### src/rtl/dmem_port_arbiter_if.sv
// Bundle between the fetch unit, data cache, memory port and arbiter.
// The arbiter sits on the slave side; requesters and memory form the master side.
interface dmem_port_arbiter_if #(
  parameter int ADDR_W = 32
);
  logic              if_start;
  logic [ADDR_W-1:0] if_addr;
  logic              if_stop;
  logic [31:0]       if_rdata;
  logic              dc_start;
  logic              dc_second;
  logic              dc_we;
  logic [ADDR_W-1:0] dc_addr;
  logic [31:0]       dc_wdata;
  logic              dc_stop;
  logic [31:0]       dc_rdata;
  logic              mem_en;
  logic              mem_we;
  logic [ADDR_W-1:0] mem_addr;
  logic [31:0]       mem_wdata;
  logic [31:0]       mem_rdata;
  logic              busy;

  modport slave (
    input  if_start, if_addr,
    input  dc_start, dc_second, dc_we,
    input  dc_addr, dc_wdata,
    input  mem_rdata,
    output if_stop, if_rdata,
    output dc_stop, dc_rdata,
    output mem_en, mem_we,
    output mem_addr, mem_wdata,
    output busy
  );

  modport master (
    output if_start, if_addr,
    output dc_start, dc_second, dc_we,
    output dc_addr, dc_wdata,
    output mem_rdata,
    input  if_stop, if_rdata,
    input  dc_stop, dc_rdata,
    input  mem_en, mem_we,
    input  mem_addr, mem_wdata,
    input  busy
  );
endinterface

### src/rtl/dmem_port_arbiter.sv
// Shares one fixed-latency data-memory port between fetch and the data
// cache, keeping the port locked across a cache writeback/refill pair.
module dmem_port_arbiter #(
  parameter int MEM_LATENCY = 3,
  parameter int ADDR_W      = 32
) (
  input logic               clk,
  input logic               rst_b,
  dmem_port_arbiter_if.slave bus
);

  typedef enum logic [1:0] {
    IDLE,
    ISSUE,
    WAIT,
    RESP
  } state_t;

  localparam logic       OWN_IF   = 1'b0;
  localparam logic       OWN_DC   = 1'b1;
  localparam logic [3:0] CNT_INIT = 4'(MEM_LATENCY - 1);

  state_t            state;
  logic              owner;
  logic              rr_ptr;
  logic              lock;
  logic              we_q;
  logic              second_q;
  logic [3:0]        cnt;
  logic [31:0]       if_rdata_q;
  logic [31:0]       dc_rdata_q;
  logic              req;
  logic              tie;
  logic              pick_dc;
  logic [ADDR_W-1:0] grant_addr;
  logic              resp_rd;

  always_comb begin
    req  = bus.if_start | bus.dc_start;
    tie  = bus.if_start & bus.dc_start & ~lock;
    if (lock && bus.dc_start)
      pick_dc = 1'b1;
    else if (tie)
      pick_dc = rr_ptr;
    else
      pick_dc = bus.dc_start;
    grant_addr = pick_dc ? bus.dc_addr : bus.if_addr;
  end

  // Read data is forwarded in the stop cycle, then held in the register.
  assign resp_rd = (state == RESP) && !we_q;
  assign bus.if_rdata =
    (resp_rd && owner == OWN_IF) ? bus.mem_rdata : if_rdata_q;
  assign bus.dc_rdata =
    (resp_rd && owner == OWN_DC) ? bus.mem_rdata : dc_rdata_q;

  always_ff @(posedge clk or negedge rst_b) begin
    if (!rst_b) begin
      state         <= IDLE;
      owner         <= OWN_IF;
      rr_ptr        <= OWN_DC;
      lock          <= 1'b0;
      we_q          <= 1'b0;
      second_q      <= 1'b0;
      cnt           <= '0;
      if_rdata_q    <= '0;
      dc_rdata_q    <= '0;
      bus.if_stop   <= 1'b0;
      bus.dc_stop   <= 1'b0;
      bus.mem_en    <= 1'b0;
      bus.mem_we    <= 1'b0;
      bus.mem_addr  <= '0;
      bus.mem_wdata <= '0;
      bus.busy      <= 1'b0;
    end else begin
      unique case (state)
        IDLE: begin
          if (lock && !bus.dc_start) lock <= 1'b0;
          if (req) begin
            if (tie) rr_ptr <= ~rr_ptr;
            owner         <= pick_dc;
            we_q          <= pick_dc & bus.dc_we;
            second_q      <= pick_dc & bus.dc_second;
            bus.mem_en    <= 1'b1;
            bus.mem_we    <= pick_dc & bus.dc_we;
            bus.mem_addr  <= grant_addr;
            bus.mem_wdata <= pick_dc ? bus.dc_wdata : '0;
            bus.busy      <= 1'b1;
            state         <= ISSUE;
          end
        end
        ISSUE: begin
          bus.mem_en <= 1'b0;
          bus.mem_we <= 1'b0;
          cnt        <= CNT_INIT;
          if (MEM_LATENCY == 1) begin
            bus.if_stop <= (owner == OWN_IF);
            bus.dc_stop <= (owner == OWN_DC);
            state       <= RESP;
          end else begin
            state <= WAIT;
          end
        end
        WAIT: begin
          cnt <= cnt - 4'd1;
          if (cnt == 4'd1) begin
            bus.if_stop <= (owner == OWN_IF);
            bus.dc_stop <= (owner == OWN_DC);
            state       <= RESP;
          end
        end
        RESP: begin
          bus.if_stop <= 1'b0;
          bus.dc_stop <= 1'b0;
          if (!we_q && owner == OWN_IF) if_rdata_q <= bus.mem_rdata;
          if (!we_q && owner == OWN_DC) dc_rdata_q <= bus.mem_rdata;
          lock     <= (owner == OWN_DC) & second_q;
          bus.busy <= 1'b0;
          state    <= IDLE;
        end
        default: state <= IDLE;
      endcase
    end
  end

endmodule
### src/flat_wrapper.sv
// flat-port wrapper written by rule: the top's interface ports become plain ports
module dmem_port_arbiter_flat 
#(
  parameter int MEM_LATENCY = 3,
  parameter int ADDR_W      = 32
)
  (clk, rst_b, bus_if_start, bus_if_addr, bus_dc_start, bus_dc_second, bus_dc_we, bus_dc_addr, bus_dc_wdata, bus_mem_rdata, bus_if_stop, bus_if_rdata, bus_dc_stop, bus_dc_rdata, bus_mem_en, bus_mem_we, bus_mem_addr, bus_mem_wdata, bus_busy);
  dmem_port_arbiter_if #(.ADDR_W(ADDR_W)) bus_i ();
  input logic clk;
  input logic rst_b;
  input wire logic [$bits(bus_i.if_start)-1:0] bus_if_start;
  input wire logic [$bits(bus_i.if_addr)-1:0] bus_if_addr;
  input wire logic [$bits(bus_i.dc_start)-1:0] bus_dc_start;
  input wire logic [$bits(bus_i.dc_second)-1:0] bus_dc_second;
  input wire logic [$bits(bus_i.dc_we)-1:0] bus_dc_we;
  input wire logic [$bits(bus_i.dc_addr)-1:0] bus_dc_addr;
  input wire logic [$bits(bus_i.dc_wdata)-1:0] bus_dc_wdata;
  input wire logic [$bits(bus_i.mem_rdata)-1:0] bus_mem_rdata;
  output wire logic [$bits(bus_i.if_stop)-1:0] bus_if_stop;
  output wire logic [$bits(bus_i.if_rdata)-1:0] bus_if_rdata;
  output wire logic [$bits(bus_i.dc_stop)-1:0] bus_dc_stop;
  output wire logic [$bits(bus_i.dc_rdata)-1:0] bus_dc_rdata;
  output wire logic [$bits(bus_i.mem_en)-1:0] bus_mem_en;
  output wire logic [$bits(bus_i.mem_we)-1:0] bus_mem_we;
  output wire logic [$bits(bus_i.mem_addr)-1:0] bus_mem_addr;
  output wire logic [$bits(bus_i.mem_wdata)-1:0] bus_mem_wdata;
  output wire logic [$bits(bus_i.busy)-1:0] bus_busy;
  assign bus_i.if_start = bus_if_start;
  assign bus_i.if_addr = bus_if_addr;
  assign bus_i.dc_start = bus_dc_start;
  assign bus_i.dc_second = bus_dc_second;
  assign bus_i.dc_we = bus_dc_we;
  assign bus_i.dc_addr = bus_dc_addr;
  assign bus_i.dc_wdata = bus_dc_wdata;
  assign bus_i.mem_rdata = bus_mem_rdata;
  assign bus_if_stop = bus_i.if_stop;
  assign bus_if_rdata = bus_i.if_rdata;
  assign bus_dc_stop = bus_i.dc_stop;
  assign bus_dc_rdata = bus_i.dc_rdata;
  assign bus_mem_en = bus_i.mem_en;
  assign bus_mem_we = bus_i.mem_we;
  assign bus_mem_addr = bus_i.mem_addr;
  assign bus_mem_wdata = bus_i.mem_wdata;
  assign bus_busy = bus_i.busy;
  dmem_port_arbiter #(.MEM_LATENCY(MEM_LATENCY), .ADDR_W(ADDR_W)) u_core (.clk(clk), .rst_b(rst_b), .bus(bus_i));
endmodule
### config.mk
export PLATFORM = sky130hd
export DESIGN_NAME = dmem_port_arbiter_flat
export DESIGN_NICKNAME = d
export VERILOG_FILES = /design/src/rtl/dmem_port_arbiter_if.sv /design/src/rtl/dmem_port_arbiter.sv /design/src/flat_wrapper.sv
export SDC_FILE = /design/constraint.sdc
export NUM_CORES = 1
export LEC_CHECK = 0
export CORE_MARGIN = 3
export CORE_UTILIZATION = 30
export DETAILED_ROUTE_END_ITERATION = 8
export HOLD_SLACK_MARGIN = 0.15
export PLACE_DENSITY = 0.61
export SYNTH_ARGS = -nofsm -noshare
export SYNTH_HDL_FRONTEND = slang
export SYNTH_SLANG_ARGS = --single-unit
export TNS_END_PERCENT = 30
### constraint.sdc
create_clock -name clk -period 3.7 [get_ports clk]
set_input_delay 1.11 -clock clk [delete_from_list [all_inputs] [get_ports clk]]
set_output_delay 1.11 -clock clk [all_outputs]
set_load 0.02 [all_outputs]
==> out/metrics.csv <==
stage,metric,value,unit
synth,"Avg Cell Area, Syn",12.7,um^2
critical_path,worst-path cell chain,ha_1 > nand3b_1 > clkbuf_16 > mux2_2 > clkdlybuf4s50_1,
power_and_ir_drop,Leak,0.00440,uW
global_routing,met3 usage,6.78,%
sta,ratio of final minimum period to clock period,97.3,%
placed_design,Placer Congestion,0.721,
sta,Slew HR,60.7,%
critical_path,kind of critical path,reg -> out,
critical_path,crit path max fanout,64,
cells_and_area,synth-to-layout area growth,52.7,%
synth,Ys Warns,0,
critical_path,Critical Path RT,2.59,ns
power_and_ir_drop,pwr/cell area,937,nW/um^2
synth,synthesized area,6820,um^2
floorplan,Core Rows,54,
global_routing,GRT met2 Usage,23.5,%
cts,CTS tree,built,
cells_and_area,share of cells above drive strength 1,26.8,%
global_routing,first-pass GRT wire length,30300,um
synth,post-synthesis instance total,538,
cts,total CTS buffers,17,
run,Max Cap Violations,0,
cts,CTS H-tree depth,4,
synth,Post-Syn Nets,678,
global_routing,vias in the first global route,5487,
floorplan,starting density of the core,30.9,%
synth,share of Yosys cell area claimed by the top area cell type,52.5,%
critical_path,critical path startpoint category,register,
sta,Worst Tran Pin Value,0.589,ns
synth,async set-reset flop share out of synthesis,100,%
cells_and_area,ANT cells,0,
cells_and_area,Final Non-Filler Cells,1086,
synth,largest area contributor in the netlist,dfrtp_1,
critical_path,CP endpoint kind,output port,
placed_design,dpl cell area,9760,um^2
synth,Cell variety after synth,37,
cts,clk_lat worst skew,0.41,ns
synth,Yosys reg bits,144,
sta,Setup Skew,0.0114,ns
sta,Max Freq,0.278,GHz
floorplan,core area,22100,um^2
power_and_ir_drop,VDD IR max,405,uV
global_routing,met1 Use GR,20.3,%
sta,final setup vio count,0,
cts,hold buffer count at cts,0,
floorplan,Die Wd,157,um
detailed_routing,DR WL/cell,17.7,um
placed_design,post-DP HPWL,12800,um
critical_path,"delay-heaviest family, CP",buffers and inverters,
floorplan,Die Ht,157,um
critical_path,Slowest cell on crit path,clkdlybuf4s50_1,
cells_and_area,nets,933,
sta,hold slack,0.491,ns
placed_design,PortBufs,266,
global_routing,total gr overflow,0,
floorplan,I/O pin cnt,267,
cts,CTS Root Cell,clkbuf_16,
global_routing,GRT Util Overall,15.6,%
synth,largest cells by area after synthesis,"dfrtp_1 (52%), mux2_2 (22%), o211ai_2 (5.5%), a22o_1 (4.4%), nand2_1 (3.7%)",
cells_and_area,final instance area,10400,um^2
detailed_routing,DRT iter0 DRCs,164,
floorplan,DIE AREA,24600,um^2
critical_path,Critical Path AT,2.49,ns
sta,RSZ-0062 raised after global routing,no,
cts,clock sink count,144,
global_routing,initial antenna violation count,0,
critical_path,"Largest stage delay, worst path",0.54,ns
detailed_routing,drc violations,0,
sta,hold violation total from the final report,0,
placed_design,dpl cells,1052,
detailed_routing,Initial DRT Pass Iterations,4,
sta,setup_tns,0,ns
detailed_routing,Post-DRT Antenna Nets,0,
min_path,Hold Path Class,reg -> reg,
synth,sequential-to-total area share from yosys stat,52.9,%
synth,commonest register cell after synthesis,dfrtp_1,
critical_path,Buffers & Inverters on Critical Path,2,
cells_and_area,"Core Util, Final",47.1,%
detailed_routing,Via density,4.80,
sta,max-slew violation count,0,
detailed_routing,Total Wirelength,19200,um
sta,fin crit period,3.60,ns
global_routing,largest net degree at the start of global routing,65,
synth,Post-synth EDFFs,0,
cts,clk buf depth,2,
global_routing,layer with the highest usage,met2,
cts,"Clk pin slew, worst setup/hold paths",0.07,ns
detailed_routing,Vias,5215,
outcome,status,completed,
==> metrics by stage <==
| stage | worst slack (ns) | power [uW] |
|---|---|---|
| after floorplan | 0.906 | 5820 |
| after global placement | 0.147 | 8070 |
| after detailed placement | 0.146 | 8100 |
| after CTS | 0.00882 | 9930 |
| after global routing | 0.00165 | 10400 |
| final | 0.101 | 9750 |
==> path summary, 6_finish.rpt <==
check,startpoint,to,slack [ns],depth (start not counted)
worst min register to register,u_core.bus.mem_addr[15],u_core.bus.mem_addr[15],0.49,2
worst min-delay path,u_core.bus.mem_addr[15],u_core.bus.mem_addr[15],0.49,2
max in group asynchronous,rst_b,u_core.if_rdata_q[6],2.20,2
worst max-delay path,u_core.state[0],bus_dc_rdata[24],0.10,5
min in group asynchronous,rst_b,u_core.dc_rdata_q[10],0.65,1
worst max register to register,u_core.state[0],u_core.if_rdata_q[6],1.85,5
==> layout make-up <==
| class | count | area (um^2) |
|---|---|---|
| Clock inverter | 15 | 146 |
| Tap cell | 280 | 350 |
| Timing Repair Buffer | 282 | 2890 |
| Inverter | 5 | 18.8 |
| Fill cell | 2034 | 11700 |
| Multi-Input combinational cell | 343 | 2980 |
| Clock buffer | 17 | 425 |
| Sequential cell | 144 | 3600 |
==> state kept, by name (all words and copies together) (netlist names) <==
signal,count
u_core.bus.mem_we,1
u_core.bus.if_stop,1
u_core.bus.dc_stop,1
u_core.if_rdata_q,32
u_core.second_q,1
u_core.lock,1
u_core.state,2
u_core.bus.mem_en,1
u_core.bus.busy,1
u_core.bus.mem_addr,32
u_core.dc_rdata_q,32
u_core.owner,1
u_core.we_q,1
u_core.bus.mem_wdata,32
u_core.cnt,4
u_core.rr_ptr,1
==> Yosys cell counts (2+ instances only) <==
cell type	count
o211ai_1	2
nand2_1	68
nor2b_1	3
mux2_2	131
clkbuf_1	19
nand2b_1	2
nand3_1	2
inv_1	5
buf_6	7
ha_1	6
a21oi_1	3
a22o_1	34
buf_1	3
nor3b_1	2
o21a_1	2
nor2_1	6
dfrtp_1	143
buf_2	17
o21ai_0	4
o211ai_2	30
o2bb2ai_1	2
nand4_1	32
==> power by group <==
| part | leakage [uW] | internal (uW) | total [uW] | switching (uW) |
|---|---|---|---|---|
| Combinational | 0.00237 | 2740 | 5300 | 2560 |
| Clock | 0.000270 | 947 | 1690 | 744 |
| Sequential | 0.00176 | 2350 | 2770 | 410 |
| Total | 0.00440 | 6040 | 9750 | 3710 |
==> routing by layer <==
layer,up-vias,wire length [um]
met3,11,2000
met4,0,220
met2,209,8400
met5,-,0
li1,2471,-
met1,2524,8590
==> kinds of logic after synthesis <==
kind of cell,after synthesis,share of synthesized area (%)
DFF,144,52.9
muxes,132,21.8
and+or+nand+nor,121,8.50
AOI/OAI and AO/OA,83,11.7
buffers and inverters,51,3.89
adders and majority gates,6,1.10
xor gates and xnor gates,1,0.128
==> cell usage in the layout, fill, tap and decap left out, types with 2 or more instances in the layout <==
cell type          n
o211ai_2          30
ha_1               6
o21a_1             2
o21ai_0            4
inv_1              5
nor2b_1            2
o2bb2ai_1          2
clkinvlp_4         4
buf_4             11
nand4_1           32
dfrtp_1          143
a22o_1            34
clkbuf_16         18
a21oi_1            3
inv_6              8
nand2b_1           2
buf_12             3
clkdlybuf4s50_1  254
nand2_1           68
nand3_1            2
mux2_2           131
o211ai_1           2
dlymetal6s2s_1    11
nor2_1             6
==> tightest hold or removal path: stages (launching register included) <==
cell      delay, ns
dfrtp_1        0.34
nand2_1        0.06
o211ai_2       0.05
==> repair_timing <==
item / CTS / global route
resized for setup: 1 / 12
endpoints found under the hold margin: 0 / 0
gates cloned: 1 / 0
endpoints found under the setup margin: 13 / 48
buffers inserted: 0 / 1
Power figures use the tool's default switching activity.
